===== config.mk =====
export PLATFORM = sky130hd
export DESIGN_NAME = fanout_fork_buffer_flat
export DESIGN_NICKNAME = d
export VERILOG_FILES = /design/src/rtl/fanout_fork_if.sv /design/src/rtl/fanout_fork_buffer.sv /design/src/flat_wrapper.sv
export SDC_FILE = /design/constraint.sdc
export NUM_CORES = 1
export LEC_CHECK = 0
export ABC_CLOCK_PERIOD_IN_PS = 4400
export CAP_MARGIN = 20
export CORE_MARGIN = 2
export CORE_UTILIZATION = 42
export CTS_BUF_LIST = sky130_fd_sc_hd__clkbuf_16
export CTS_CLUSTER_SIZE = 28
export DETAILED_ROUTE_END_ITERATION = 6
export GPL_TIMING_DRIVEN = 0
export PLACE_DENSITY = 0.87
export SYNTH_ARGS = -nofsm -noshare
export SYNTH_HDL_FRONTEND = slang
export SYNTH_SLANG_ARGS = --single-unit

===== constraint.sdc =====
create_clock -name clk -period 4.4 [get_ports clk]
set_clock_uncertainty 0.1 [all_clocks]
set_input_delay 0.88 -clock clk [delete_from_list [all_inputs] [get_ports clk]]
set_output_delay 0.88 -clock clk [all_outputs]
set_load 0.01 [all_outputs]

===== src/rtl/fanout_fork_if.sv =====
// Producer/consumer handshake bundle for fanout_fork_buffer.
// The master modport is the side that drives tokens in and consumes them. The slave modport is the buffer.
interface fanout_fork_if #(
  parameter int NUM_OUT = 6,
  parameter int DATA_W  = 16
);
  logic [DATA_W-1:0]  in_data;
  logic [NUM_OUT-1:0] in_dest;
  logic               in_valid;
  logic               in_ready;
  logic [DATA_W-1:0]  out_data;
  logic [NUM_OUT-1:0] out_valid;
  logic [NUM_OUT-1:0] out_ready;

  modport master (
    output in_data, in_dest, in_valid, out_ready,
    input  in_ready, out_data, out_valid
  );

  modport slave (
    input  in_data, in_dest, in_valid, out_ready,
    output in_ready, out_data, out_valid
  );
endinterface


===== src/rtl/fanout_fork_buffer.sv =====
// Single-token eager fork: one held payload is delivered once to each selected consumer channel.
// Define FANOUT_FORK_PERF_CNT_EN to add saturating stall_cnt/drop_cnt outputs.
module fanout_fork_buffer #(
  parameter int NUM_OUT = 6,
  parameter int DATA_W  = 16
) (
  input  logic               clk,
  input  logic               rst_n,
  input  logic               flush,
  input  logic [NUM_OUT-1:0] cfg_enable,
  fanout_fork_if.slave       bus
`ifdef FANOUT_FORK_PERF_CNT_EN
  ,
  output logic [31:0]        stall_cnt,
  output logic [15:0]        drop_cnt
`endif
);

  logic               full;
  logic [NUM_OUT-1:0] pending;
  logic [DATA_W-1:0]  data_q;

  logic [NUM_OUT-1:0] out_vld;
  logic [NUM_OUT-1:0] pending_after;
  logic [NUM_OUT-1:0] eff_mask;
  logic               ready_int;
  logic               accept;

  always_comb begin
    out_vld       = {NUM_OUT{full}} & pending;
    pending_after = pending & ~(out_vld & bus.out_ready);
    eff_mask      = bus.in_dest & cfg_enable;
    // Ready when every still-pending channel is taking its copy this cycle.
    // This gives a combinational path from out_ready to in_ready.
    ready_int     = rst_n & ~flush & (~full | ~|(pending & ~bus.out_ready));
    accept        = bus.in_valid & ready_int;
  end

  assign bus.in_ready  = ready_int;
  assign bus.out_valid = out_vld;
  assign bus.out_data  = data_q;

  // NOTE: the payload register is reset as well as the control bits, so out_data
  // reads 0 after reset. It holds a single word, so the reset costs almost nothing.
  always_ff @(posedge clk or negedge rst_n) begin
    if (!rst_n) begin
      full    <= 1'b0;
      pending <= '0;
      data_q  <= '0;
    end else if (flush) begin
      full    <= 1'b0;
      pending <= '0;
    end else if (accept && (eff_mask != '0)) begin
      full    <= 1'b1;
      pending <= eff_mask;
      data_q  <= bus.in_data;
    end else if (accept) begin
      // A zero-mask token is dropped. Acceptance implies the previous token has drained.
      full    <= 1'b0;
      pending <= '0;
    end else begin
      full    <= |pending_after;
      pending <= pending_after;
    end
  end

`ifdef FANOUT_FORK_PERF_CNT_EN
  always_ff @(posedge clk or negedge rst_n) begin
    if (!rst_n) begin
      stall_cnt <= '0;
      drop_cnt  <= '0;
    end else begin
      if (bus.in_valid && !ready_int && (stall_cnt != '1))
        stall_cnt <= stall_cnt + 32'd1;
      if (accept && (eff_mask == '0) && (drop_cnt != '1))
        drop_cnt <= drop_cnt + 16'd1;
    end
  end
`endif

endmodule


===== src/flat_wrapper.sv =====
// flat-port wrapper written by rule: the top's interface ports become plain ports
module fanout_fork_buffer_flat 
#(
  parameter int NUM_OUT = 6,
  parameter int DATA_W  = 16
)
  (clk, rst_n, flush, cfg_enable, bus_in_data, bus_in_dest, bus_in_valid, bus_out_ready, bus_in_ready, bus_out_data, bus_out_valid);
  fanout_fork_if #(.NUM_OUT(NUM_OUT), .DATA_W(DATA_W)) bus_i ();
  input  logic clk;
  input  logic rst_n;
  input  logic flush;
  input  logic [NUM_OUT-1:0] cfg_enable;
  input wire logic [$bits(bus_i.in_data)-1:0] bus_in_data;
  input wire logic [$bits(bus_i.in_dest)-1:0] bus_in_dest;
  input wire logic [$bits(bus_i.in_valid)-1:0] bus_in_valid;
  input wire logic [$bits(bus_i.out_ready)-1:0] bus_out_ready;
  output wire logic [$bits(bus_i.in_ready)-1:0] bus_in_ready;
  output wire logic [$bits(bus_i.out_data)-1:0] bus_out_data;
  output wire logic [$bits(bus_i.out_valid)-1:0] bus_out_valid;
  assign bus_i.in_data = bus_in_data;
  assign bus_i.in_dest = bus_in_dest;
  assign bus_i.in_valid = bus_in_valid;
  assign bus_i.out_ready = bus_out_ready;
  assign bus_in_ready = bus_i.in_ready;
  assign bus_out_data = bus_i.out_data;
  assign bus_out_valid = bus_i.out_valid;
  fanout_fork_buffer #(.NUM_OUT(NUM_OUT), .DATA_W(DATA_W)) u_core (.clk(clk), .rst_n(rst_n), .flush(flush), .cfg_enable(cfg_enable), .bus(bus_i));
endmodule

Word level (Yosys, flattened, before mapping) --
Cells that the tools add are included.
Cells by class: reduce and logical (&&, ||, !) cells 6, bitwise logic cells 13, multiplexer cells 6
Operator list (number):
- 6-bit bitwise AND | 5
- 6-bit 2-to-1 mux | 3
- 6-bit NOT | 2
- 6-bit OR reduction | 2
- 6-bit nonzero test | 1
- 1-bit bitwise AND | 3
- 1-bit 2-to-1 mux | 3
- 1-bit NOT | 2
- 2-bit AND reduction | 1
- 1-bit logical AND | 1
- 1-bit zero test | 1
- 1-bit OR | 1
Storage, ports and cells: register bits 23, input bits 38

Longest topological paths before layout --
Gate-level depths: netlist of run 1.
word-level depth 10, depth in mapped cells 7, gate-level depth less buffers 5

Worst setup path after synthesis of run 1 --
OpenSTA, ideal clock, no wires.
path kind in2out, start point input bus_out_ready[0], end point output bus_in_ready, arrival time 1973 ps, path slack 1447 ps, buffers on the path 0, stages on the path 4, cell sequence nor2b_1 -> or4_4 -> o21a_1 -> nor3b_1
Between the ends: longest elaborated chain between the ends 6
RTL lines:
- start: declaration | RTL line flat_wrapper.sv:16 | input wire logic [$bits(bus_i.out_ready)-1:0] bus_out_ready;
- 6-bit NOT | RTL line fanout_fork_buffer.sv:35 | ready_int = rst_n & ~flush & (~full | ~|(pending & ~bus.out_ready));
- 6-bit bitwise AND | RTL line fanout_fork_buffer.sv:35
- 6-bit OR reduction | RTL line fanout_fork_buffer.sv:35
- 1-bit zero test | RTL line fanout_fork_buffer.sv:35
- 1-bit OR | RTL line fanout_fork_buffer.sv:35
- 1-bit bitwise AND | RTL line fanout_fork_buffer.sv:35
- end: declaration | RTL line flat_wrapper.sv:17 | output wire logic [$bits(bus_i.in_ready)-1:0] bus_in_ready;
Every way passes these cells.

Final worst setup path of run 1 --
Same ends and word-level chain as after synthesis.

==> impl_metrics.yaml, run 1 <==
synth:
  seq_area_frac_synth: 0.480
  async_reset_ff_frac: 1.00
  synth.top_cell.area_share: 0.480
  synth_warnings: 0
  synth.ff_latch_count: 23
  yosys-top-cells-area: "dfrtp_1 (48%), mux2_4 (11%), a21oi_1 (7.1%)"
  synth_nets: 148
  synthFlopType: "dfrtp_1"
  synthCells: 110
  synth_area_leader_cell: "dfrtp_1"
  synth-edff-count: 0
  synthesis.area_um2: 1200
  avgSynthCellArea_um2: 10.9
  ys_types: 27
timing:
  setup_violations: 0
  relSlewSlack: 0.578
  tns_ps: 0
  tightestPinTransition_ps: 631
  finalMaxSlewViolations: 0
  period_needed_ps: 3910
  fmax_mhz: 256
  rsz0062_at_grt: "false"
  finalHoldViolations: 0
  timing.final.crit_share: 0.888
placement:
  gp_congestion: 0.826
  place_hpwl_um: 2310
  io_buffers: 59
critical_path:
  rrSetupSlack_ps: 2180
  startpoint_type: "primary input"
  max_stage_delay_ps: 570
  r2r_end: "u_core.bus.out_data[12]"
  path_class: "in2out"
  rr_worst_depth: 6
  slowest_stage: "or4_4"
  path_max_fanout: 4
  worst_setup_path_end_kind: "primary output"
  cp_data_arrival_time_ps: 2930
  path_common_cell: "clkdlybuf4s50_1"
  rr_startpoint: "u_core.pending[0]"
  required_ps: 3420
  path_cells: "clkdlybuf4s50_1 > nor2b_1 > or4_4 > o21a_1 > nor3b_1 > clkdlybuf4s50_1"
pwr:
  power_density_nw_per_um2: 359
  peakVddDrop_uv: 279
  p_total_uw: 690
  p_leak_nw: 0.798
clock_network:
  cts_root_buffer: "clkbuf_16"
  cts_buffer_depth: 2
  cts.sinks: 23
  clk_pin_slew_worst_paths_ps: 60
  cts_max_level: 1
  cts_tree: "done"
  cts_setup_buffers: 0
  ctsResizeCount: 0
  holdBufCountCts: 0
  clock_latency_ps: 250
  cts_buffers: 3
drt:
  vias: 1116
  drc_errors: 0
  drtIter0Drc: 41
  antenna_left: 0
  drt-total-wl_um: 3100
  first_pass_iters: 4
  wl_per_cell_um: 15.1
  vias_per_cell: 5.44
grt:
  grt_pass1_vias: 1132
  grt_max_degree: 27
  grt_pass1_wl_um: 5010
  grt-ovfl-total: 0
  antenna_found_initial: 0
  grt_use_total: 0.194
min_path:
  hp-class: "reg2reg"
  hold_end: "u_core.bus.out_data[0]"
  hold_path_depth: 1
  holdCritStartpoint: "u_core.bus.out_data[0]"
cells_and_area:
  final_common_cell: "clkdlybuf4s50_1"
  fillCellCount: 221
  utilization: 0.703
  area.growth.synth_to_final_pct: 60.4
  drive_above_1_share: 0.144
  layout_common_cells: "clkdlybuf4s50_1 (59), dfrtp_1 (23), a21oi_1 (17)"
  n_antenna_cell: 0
  nNetsFinal: 213
floorplanning:
  die-area_um2: 3300
  initial_utilization: 0.438
  num_io_pins: 61
  die_height_um: 57.4
  std_cell_rows: 19
  die_w_um: 57.4
  core_um2: 2730
run:
  cap_viol_max_count: 0
run_status:
  status: "finished, final reports clean"
-- critical path: cells and delay by family --
kind	cells	cell delay (ps)
buffers and inverters	2	1020
AOI/OAI and AO/OA	1	200
and+or+nand+nor	3	810
-- state kept, by name (all words and copies together), names as in the netlist --
name / cells
u_core.bus.out_data: 16
u_core.pending: 6
u_core.full: 1
-- per-layer routing --
layer  global-route usage  vias up  part of all wire
met2                0.317       66              0.47
met3               0.0590        6              0.10
met1                0.244      516              0.41
li1                     -      528                 -
met4               0.0664        0             0.015
met5                    0        -                 0
-- final cells by class --
cell class	instances	area [µm²]	share of cell area
Timing Repair Buffer	60	606	0.315
Multi-Input combinational cell	81	593	0.308
Sequential cell	23	576	0.299
Clock buffer	3	75.1	0.0390
Tap cell	31	38.8	0.0202
Buffer	5	26.3	0.0137
Clock inverter	1	5.00	0.00260
Inverter	1	3.75	0.00195
-- kinds of logic after synthesis --
kind of cell           synth area share
muxes                             0.179
DFF                               0.480
AOI/OAI and AO/OA                 0.120
buffers and inverters            0.0250
and+or+nand+nor                   0.196
-- worst max-delay path by stage --
stage,from,end,cells past startpoint
CTS,rst_n,bus_in_ready,3
global route,bus_out_ready[0],bus_in_ready,6
global placement,rst_n,bus_in_ready,3
floorplan,bus_out_ready[0],bus_in_ready,4
detailed placement,rst_n,bus_in_ready,3
finish,bus_out_ready[0],bus_in_ready,6
-- stage by stage --
stage | hold slack (ps) | setup WS, ps | instances | area, µm²
2_1_floorplan | 450 | 1450 | 110 | 1200
3_3_place_gp | 387 | 441 | 200 | 1830
3_5_place_dp | 395 | 416 | 200 | 1830
4_1_cts | 407 | 409 | 204 | 1910
5_1_grt | 413 | 425 | 205 | 1920
6_report | 403 | 494 | 205 | 1920
-- power breakdown --
group          total, mW  internal [mW]  switching (mW)
Sequential         0.274          0.251          0.0232
Clock              0.195          0.122          0.0731
Combinational      0.221          0.142          0.0792
Total              0.690          0.514           0.176
-- synth_stat cells (2+ instances only) --
master,number
a21oi_1,17
a22oi_1,3
and2_1,6
clkbuf_1,4
dfrtp_1,23
mux2_2,7
mux2_4,9
nand2_1,6
nand3_1,11
nor2_1,2
nor2b_1,4
nor3_1,3
No activity file was read; power rests on OpenSTA's default activity.
==> run 2: changes to the inputs <==
CAP_MARGIN = 15   (was 20)
PLACE_DENSITY = 0.85   (was 0.87)
==> run 2 against run 1 <==
Clock power hardly changed. Utilization grew 0.41 points. Wire length up 8.3%. Highest routed layer unchanged. First-iteration DRC count down 32%. Clock-buffer cell count unchanged. Largest cell class unchanged.
==> impl_metrics.yaml, run 2 (synthesized netlist as in run 1, its figures left out) <==
clock_network:
  clock_latency_ps: 250
  cts_buffer_depth: 2
  cts_max_level: 1
  cts_setup_buffers: 0
  cts.sinks: 23
  cts_root_buffer: "clkbuf_16"
  ctsResizeCount: 0
  cts_tree: "done"
  holdBufCountCts: 0
  cts_buffers: 3
  clk_pin_slew_worst_paths_ps: 60
drt:
  wl_met2_um: 1710
  drc_errors: 0
  wl_per_cell_um: 16.4
  maxUsedRoutingLayer: "met4"
  first_pass_iters: 4
  vias_per_cell: 5.42
  wl_met3_um: 321
  vias: 1112
  antenna_left: 0
  drtIter0Drc: 28
  wl_met1_um: 1220
  drt-total-wl_um: 3350
critical_path:
  startpoint: "bus_out_ready[0]"
  path_common_cell: "clkdlybuf4s50_1"
  r2r_end: "u_core.bus.out_data[13]"
  cp_data_arrival_time_ps: 3050
  path_max_fanout: 4
  rr_worst_depth: 6
  required_ps: 3420
  cp-endpoint: "bus_in_ready"
  path_cells: "clkdlybuf4s50_1 > nor2b_1 > or4_4 > o21a_1 > nor3b_1 > clkdlybuf4s50_1"
  startpoint_type: "primary input"
  max_stage_delay_ps: 600
  rrSetupSlack_ps: 2190
  rr_startpoint: "u_core.pending[0]"
  path_class: "in2out"
  slowest_stage: "clkdlybuf4s50_1"
  worst_setup_path_end_kind: "primary output"
timing:
  setup_violations: 0
  period_needed_ps: 4030
  tightestPinTransition_ps: 558
  finalMaxSlewViolations: 0
  finalHoldViolations: 0
  rsz0062_at_grt: "false"
  setup_ws_ps: 371
  fmax_mhz: 248
  relSlewSlack: 0.625
  timing.final.crit_share: 0.916
  tns_ps: 0
pwr:
  pwr-share-seq: 0.399
  p_sw_frac: 0.258
  pwr-share-comb: 0.323
  clockPowerShare: 0.278
  power.switching_uw: 179
  p_int_uw: 515
  p_leak_nw: 0.805
  power_density_nw_per_um2: 359
  p_total_uw: 694
  peakVddDrop_uv: 381
grt:
  grt_max_degree: 27
  antenna_found_initial: 0
  grt-ovfl-total: 0
  grt_pass1_vias: 1135
  grt_pass1_wl_um: 5160
  grt_use_total: 0.203
cells_and_area:
  nNetsFinal: 213
  largest_register_ff_count: 16
  layout_common_cells: "clkdlybuf4s50_1 (59), dfrtp_1 (23), a21oi_1 (17)"
  area.growth.synth_to_final_pct: 61.4
  utilization: 0.708
  n_antenna_cell: 0
  final_common_cell: "clkdlybuf4s50_1"
  fillCellCount: 185
  finalNonFillerCells: 205
  drive_above_1_share: 0.138
placement:
  place_hpwl_um: 2230
  io_buffers: 59
  place_ws_ps: 474
  place_inst: 200
  gp_congestion: 0.895
floorplanning:
  std_cell_rows: 19
  die-area_um2: 3300
  die_height_um: 57.4
  core_um2: 2730
  initial_utilization: 0.438
  num_io_pins: 61
  die_w_um: 57.4
run:
  cap_viol_max_count: 0
min_path:
  hp-class: "reg2reg"
run_status:
  status: "finished, final reports clean"
-- run 2: layout make-up --
type | count | area (µm²) | share of cell area
repair buffers | 60 | 618 | 0.320
multi-input cells | 81 | 593 | 0.307
flip-flops and latches | 23 | 576 | 0.298
clock buffers | 3 | 75.1 | 0.0388
well taps | 31 | 38.8 | 0.0201
plain buffers | 5 | 26.3 | 0.0136
clock inverters | 1 | 3.75 | 0.00194
inverters | 1 | 3.75 | 0.00194
-- run 2: how the worst min path moves through the flow --
stage                                       from                endpoint  depth (start not counted)
final                     u_core.bus.out_data[1]  u_core.bus.out_data[1]                          1
after CTS                 u_core.bus.out_data[0]  u_core.bus.out_data[0]                          1
after global placement    u_core.bus.out_data[0]  u_core.bus.out_data[0]                          1
after global routing      u_core.bus.out_data[2]  u_core.bus.out_data[2]                          1
after detailed placement  u_core.bus.out_data[8]  u_core.bus.out_data[8]                          1
after floorplan           u_core.bus.out_data[0]  u_core.bus.out_data[0]                          1
-- run 2: through the flow --
stage          area [µm²]  hold WS, ps
2_1_floorplan        1200          450
3_3_place_gp         1830          386
3_5_place_dp         1830          391
4_1_cts              1910          410
5_1_grt              1930          424
6_report             1930          413
-- run 2: worst max-delay path: cells and delay by family --
family / cells / cell delay [ps]
AOI/OAI and AO/OA: 1 / 220
buffers and inverters: 2 / 1050
and+or+nand+nor: 3 / 880
-- run 2: layer usage --
metal / track usage / up-vias
met3: 0.0612 / 11
met2: 0.346 / 61
met5: 0 / -
met4: 0.0997 / 0
met1: 0.230 / 514
li1: - / 526
-- run 2: power groups by stage --
stage / clock [mW] / combinational, mW / sequential, mW
2_1_floorplan: 0 / 0.0746 / 0.291
4_1_cts: 0.197 / 0.222 / 0.276
3_5_place_dp: 0 / 0.219 / 0.275
6_report: 0.193 / 0.224 / 0.277
3_3_place_gp: 0 / 0.214 / 0.274
5_1_grt: 0.207 / 0.237 / 0.281
